$ cat src/rtl/axi_pkg.sv
// Shared AXI write-master encodings, FSM state type and command legality check.
// Latency: n/a (types and a pure function only).
// Backpressure: n/a.
package axi_pkg;

    localparam logic [1:0] BURST_FIXED = 2'b00;
    localparam logic [1:0] BURST_INCR  = 2'b01;
    localparam logic [1:0] BURST_WRAP  = 2'b10;
    localparam logic [1:0] BURST_RSVD  = 2'b11;

    localparam logic [1:0] RESP_OKAY   = 2'b00;
    localparam logic [1:0] RESP_SLVERR = 2'b10;

    localparam logic [2:0] SIZE_8B     = 3'b011;

    typedef enum logic [1:0] {
        ST_IDLE = 2'd0,
        ST_ADDR = 2'd1,
        ST_DATA = 2'd2
    } wr_state_e;

    // A command is illegal if it uses the reserved burst type, is a WRAP with a
    // non power-of-two beat count or unaligned start, or is an INCR that would
    // run past the 4 KiB page. Only the page offset of the address matters.
    function automatic logic cmd_illegal(input logic [11:0] addr_lo,
                                         input logic [7:0]  len,
                                         input logic [1:0]  burst);
        logic [12:0] end_off;
        logic        bad;
        end_off = {1'b0, addr_lo} + (({5'd0, len} + 13'd1) << 3);
        bad     = 1'b0;
        case (burst)
            BURST_RSVD: bad = 1'b1;
            BURST_WRAP: bad = !((len == 8'd1) || (len == 8'd3) ||
                                (len == 8'd7) || (len == 8'd15)) ||
                              (addr_lo[2:0] != 3'b000);
            BURST_INCR: bad = (end_off > 13'd4096);
            default:    bad = 1'b0;
        endcase
        return bad;
    endfunction

endpackage

$ cat src/rtl/axi_wr_burst_master.sv
// AXI write burst master: turns a command plus a beat stream into AW/W, tracks B.
// Latency: awvalid one cycle after command accept; W beats pass combinationally.
// Backpressure: cmd_ready drops outside IDLE or when MAXOUT bursts await B; W follows wready.
module axi_wr_burst_master
    import axi_pkg::*;
#(
    parameter int AW     = 32,
    parameter int MAXOUT = 4
) (
    input  logic          axi_aclk,
    input  logic          rst,
    input  logic          cmd_valid,
    output logic          cmd_ready,
    input  logic [AW-1:0] cmd_addr,
    input  logic [7:0]    cmd_len,
    input  logic [1:0]    cmd_burst,
    input  logic          data_valid,
    output logic          data_ready,
    input  logic [63:0]   data_wdata,
    input  logic [7:0]    data_wstrb,
    output logic [AW-1:0] axi_awaddr,
    output logic [7:0]    axi_awlen,
    output logic [2:0]    axi_awsize,
    output logic [1:0]    axi_awburst,
    output logic          axi_awvalid,
    input  logic          axi_awready,
    output logic [63:0]   axi_wdata,
    output logic [7:0]    axi_wstrb,
    output logic          axi_wlast,
    output logic          axi_wvalid,
    input  logic          axi_wready,
    input  logic [1:0]    axi_bresp,
    input  logic          axi_bvalid,
    output logic          axi_bready,
    output logic          done,
    output logic          err
);

    localparam int             OW       = $clog2(MAXOUT + 1);
    localparam logic [OW-1:0]  MAXOUT_C = OW'(MAXOUT);

    wr_state_e     state_q,   state_d;
    logic [AW-1:0] awaddr_q,  awaddr_d;
    logic [7:0]    awlen_q,   awlen_d;
    logic [1:0]    awburst_q, awburst_d;
    logic          awvalid_q, awvalid_d;
    logic [7:0]    beat_q,    beat_d;
    logic [OW-1:0] outs_q,    outs_d;
    logic          done_q,    done_d;
    logic          err_q,     err_d;

    logic in_data;
    logic cmd_fire;
    logic cmd_bad;
    logic w_fire;
    logic w_last;
    logic b_fire;

    // Handshake qualifiers shared by the next-state logic and the outputs.
    always_comb begin
        in_data   = (state_q == ST_DATA);
        cmd_ready = (state_q == ST_IDLE) && (outs_q < MAXOUT_C);
        cmd_fire  = cmd_valid && cmd_ready;
        cmd_bad   = cmd_illegal(cmd_addr[11:0], cmd_len, cmd_burst);
        w_last    = in_data && (beat_q == awlen_q);
        w_fire    = in_data && data_valid && axi_wready;
        b_fire    = axi_bvalid && (outs_q != '0);
    end

    // Burst FSM: accept/validate command, present AW, stream W beats.
    always_comb begin
        state_d   = state_q;
        awaddr_d  = awaddr_q;
        awlen_d   = awlen_q;
        awburst_d = awburst_q;
        awvalid_d = awvalid_q;
        beat_d    = beat_q;
        done_d    = b_fire;
        err_d     = err_q || (b_fire && (axi_bresp != RESP_OKAY));
        case (state_q)
            ST_IDLE: begin
                if (cmd_fire) begin
                    if (cmd_bad) begin
                        // Rejected commands never reach the bus.
                        err_d = 1'b1;
                    end else begin
                        awaddr_d  = cmd_addr;
                        awlen_d   = cmd_len;
                        awburst_d = cmd_burst;
                        awvalid_d = 1'b1;
                        state_d   = ST_ADDR;
                    end
                end
            end
            ST_ADDR: begin
                if (axi_awready) begin
                    awvalid_d = 1'b0;
                    beat_d    = 8'd0;
                    state_d   = ST_DATA;
                end
            end
            ST_DATA: begin
                if (w_fire) begin
                    if (w_last) begin
                        state_d = ST_IDLE;
                    end else begin
                        beat_d = beat_q + 8'd1;
                    end
                end
            end
            default: state_d = ST_IDLE;
        endcase
    end

    // Outstanding-burst count: up on last W beat, down on B; both at once cancel.
    always_comb begin
        outs_d = outs_q;
        case ({w_fire && w_last, b_fire})
            2'b10:   outs_d = outs_q + OW'(1);
            2'b01:   outs_d = outs_q - OW'(1);
            default: outs_d = outs_q;
        endcase
    end

    // State registers; reset abandons any burst in flight.
    always_ff @(posedge axi_aclk or posedge rst) begin
        if (rst) begin
            state_q   <= ST_IDLE;
            awaddr_q  <= '0;
            awlen_q   <= '0;
            awburst_q <= '0;
            awvalid_q <= 1'b0;
            beat_q    <= '0;
            outs_q    <= '0;
            done_q    <= 1'b0;
            err_q     <= 1'b0;
        end else begin
            state_q   <= state_d;
            awaddr_q  <= awaddr_d;
            awlen_q   <= awlen_d;
            awburst_q <= awburst_d;
            awvalid_q <= awvalid_d;
            beat_q    <= beat_d;
            outs_q    <= outs_d;
            done_q    <= done_d;
            err_q     <= err_d;
        end
    end

    // Output drive: AW is registered, W is a gated pass-through of the beat stream.
    always_comb begin
        axi_awaddr  = awaddr_q;
        axi_awlen   = awlen_q;
        axi_awsize  = SIZE_8B;
        axi_awburst = awburst_q;
        axi_awvalid = awvalid_q;
        axi_wdata   = data_wdata;
        axi_wstrb   = data_wstrb;
        axi_wvalid  = in_data && data_valid;
        data_ready  = in_data && axi_wready;
        axi_wlast   = w_last;
        axi_bready  = (outs_q != '0);
        done        = done_q;
        err         = err_q;
    end

endmodule

$ cat config.mk
export PLATFORM = sky130hd
export DESIGN_NAME = axi_wr_burst_master
export DESIGN_NICKNAME = d
export VERILOG_FILES = /design/src/rtl/axi_pkg.sv /design/src/rtl/axi_wr_burst_master.sv
export SDC_FILE = /design/constraint.sdc
export NUM_CORES = 1
export LEC_CHECK = 0
export CAP_MARGIN = 20
export CORE_MARGIN = 2
export CORE_UTILIZATION = 35
export CTS_BUF_LIST = sky130_fd_sc_hd__clkbuf_2
export CTS_CLUSTER_SIZE = 20
export DETAILED_ROUTE_END_ITERATION = 10
export HOLD_SLACK_MARGIN = 0.15
export PLACE_DENSITY_LB_ADDON = 0.2
export SYNTH_ARGS = -nofsm -noshare
export SYNTH_HDL_FRONTEND = slang
export SYNTH_SLANG_ARGS = --single-unit
$ cat constraint.sdc
create_clock -name axi_aclk -period 2.9 [get_ports axi_aclk]
set_input_delay 0.725 -clock axi_aclk [delete_from_list [all_inputs] [get_ports axi_aclk]]
set_output_delay 0.725 -clock axi_aclk [all_outputs]
set_load 0.02 [all_outputs]
==> run summary <==
required time of the critical path - 3.28 ns
Die Span Y - 108 µm
Combinational Power Share - 56.0%
Post-DP HPWL - 6350 µm
die span in x - 108 µm
post-route design area - 0.00520 mm²
CP Launch Point - cmd_len[1]
CP Depth - 16
Routed WL - 8690 µm
FMAX - 322 MHz
PwrDens - 825 mW/mm²
Via-to-Cell Ratio - 4.64
starting DRC count in detailed routing - 57
sequential share of power - 33.4%
RD Place Congestion - 0.799
crit path DAT - 3.49 ns
clock sinks - 58
CP Max Fanout - 5
final setup margin - -0.203 ns
RR Startpoint - beat_q[0]
R2R cell count - 10
CP Capture Point - axi_awlen[2]
nets - 564
Power Total - 0.00429 W
register-to-register setup slack - 0.62 ns
first-pass GRT wire length - 13,400 µm
total CTS buffers - 9
IO Count - 248
yosys warns - 0
CP Capture Type - flip-flop
Post-synth top flop - dfrtp_1
Clock Latency Late Sink - 0.49 ns
Slew Limit Fails - 0
CTS root buffer - clkbuf_2
share of cells above drive strength 1 - 36.0%
Port Buffers - 100
Syn Area/Cell - 11.2 µm²
crit-path leading delay family - buffers and inverters
Hold WS - 0.489 ns
final period utilization - 107%
initial antenna violation count - 0
Tot GR Track Use - 15.0%
Synth Instances - 340
ys async rst share - 100%
Max-cap violations - 0
clock transition at the registers of the reported paths - 0.20 ns
status - finished with violations
Post-synth EDFFs - 0
Yosys reg bits - 58
ranking of synthesized cells by area - dfrtp_1 (38%), mux2_4 (15%), buf_4 (15%)
Post-DRT Antenna Nets - 0
switch share - 37.5%
failing checks - setup timing
n_diodes - 0
NetSw - 0.00161 W
routed length per instance - 15.2 µm
Leak - 2.29 nW
critical path's slowest cell - fa_2
Vias - 2,649
Worst Clk Skew - 0.0279 ns
Crit path largest cell delay - 0.38 ns
pre-CTS setup slack - -1.21 ns
area leader, netlist - dfrtp_1
Starting Density - 35.5%
CP Class - input port to flip-flop
FP Rows - 38
crit path time final - 3.10 ns
Startpoint Class - input port
Cell variety after synth - 40
Layout area overhead - 36.4%
synth cell count leaders - buf_4 (75), dfrtp_1 (58), mux2_4 (38), nand2_1 (18), xor2_1 (14)
TritonCTS clock tree - yes
total die area - 0.0117 mm²
Max rail drop VDD - 0.000379 V
multi-input combinational cell area - 0.00189 mm²
final setup fails - 43
# fillers - 1,027
drt pass-1 iters - 4
CTS Buffer Depth - 2
RSZ-0062 raised after global routing - yes
H-Tree Level Count - 3
post-synthesis sequential area ratio - 38.1%
Reg-to-Reg End - outs_q[1]
critical path cell sequence - buf_8 > buf_8 > inv_12 > ha_4 > inv_2 > fa_2 > a21o_1 > a21o_1 > mux2_4 > nor4_4 > nand3_2 > a21oi_4 > buf_6 > buf_12 > buf_16 > mux2_4
P_int - 0.00268 W
vias in the first global route - 2,652
largest net degree at the start of global routing - 40
Core ar. - 0.0107 mm²
Worst Hold Class - flip-flop to flip-flop
Register Area - 0.00145 mm²
Buf/Inv on CP - 7
DRC Markers - 0
Final Hold Vio Count - 0
grt ovf - 0
Clk pwr share - 10.6%
post-layout util - 48.4%
Synth Cell Area - 0.00381 mm²
share of the synthesized area in the top cell type - 38.1%
placed standard-cell area - 0.00474 mm²
count leader, synth - buf_4
-- per-stage QoR --
step | std cells | TNS (ns)
global route | 571 | -9.19
finish | 571 | -6.75
CTS | 569 | -8.19
floorplan | 341 | -20.82
detailed placement | 538 | -52.54
global placement | 538 | -52.13
-- cell families (layout without fill, tap and decap cells) --
logic type / after synthesis / count (layout) / synth area share (%)
buffers and inverters: 89 / 179 / 17.9
and+or+nand+nor: 70 / 70 / 10.0
DFF: 58 / 58 / 38.1
muxes: 44 / 44 / 16.7
AOI/OAI and AO/OA: 39 / 39 / 6.47
xor gates and xnor gates: 23 / 23 / 5.29
adders and majority gates: 15 / 15 / 5.32
other: 2 / 3 / 0.197
-- per-layer routing --
metal / global-route usage (%) / up-vias / share of wire, %
met5: 0 / - / 0
met4: 5.31 / 0 / 1.2
met3: 5.00 / 20 / 7.1
met2: 25.2 / 99 / 50
met1: 17.8 / 1269 / 42
li1: - / 1261 / -
-- area by class of cell --
type	count	share of cell area [%]
multi-input cells	194	36.5
repair buffers	153	29.4
flip-flops and latches	58	28.0
well taps	140	3.37
clock buffers	10	0.963
inverters	10	0.963
clock inverters	6	0.843
-- state kept, by name (all words and copies together), names as in the netlist --
register / cells
axi_awaddr: 32
state_q: 2
outs_q: 3
axi_awburst: 2
axi_awvalid: 1
axi_awlen: 8
done: 1
beat_q: 8
err: 1
-- how the worst min path moves through the flow --
stage | to | slack [ns] | cells past startpoint | start
CTS | axi_awaddr[22] | 0.47 | 2 | rst
finish | outs_q[0] | 0.49 | 1 | outs_q[0]
detailed placement | outs_q[0] | 0.47 | 1 | outs_q[0]
global placement | axi_awvalid | 0.46 | 1 | axi_awvalid
floorplan | outs_q[0] | 0.45 | 1 | outs_q[0]
global route | axi_awlen[1] | 0.43 | 2 | cmd_len[1]
-- timing repair --
action	CTS	global route
hold buffers	0	0
gates cloned	3	0
setup buffers	12	4
endpoints found under the setup margin	46	46
gates resized for setup	53	20
pin swaps	14	11
-- power groups by stage --
| stage | sequential [W] | combinational (W) | clock (W) |
|---|---|---|---|
| 4_1_cts | 0.00144 | 0.00239 | 0.000483 |
| 3_3_place_gp | 0.00146 | 0.00221 | 0 |
| 2_1_floorplan | 0.00179 | 0.00107 | 0 |
| 6_report | 0.00143 | 0.00240 | 0.000453 |
| 5_1_grt | 0.00149 | 0.00257 | 0.000506 |
| 3_5_place_dp | 0.00145 | 0.00224 | 0 |
-- cell usage in the layout (no fill, tap or decap), drive strengths merged, types with 12 or more instances in the layout --
cell           Yosys  layout
mux2              44      44
ha                13      13
buf               79      57
nand2             18      18
clkbuf             0      12
o21ai             12      12
a21oi             13      13
dfrtp             58      58
clkdlybuf4s50      0      90
xor2              14      14
No activity file was read; power rests on OpenSTA's default activity.
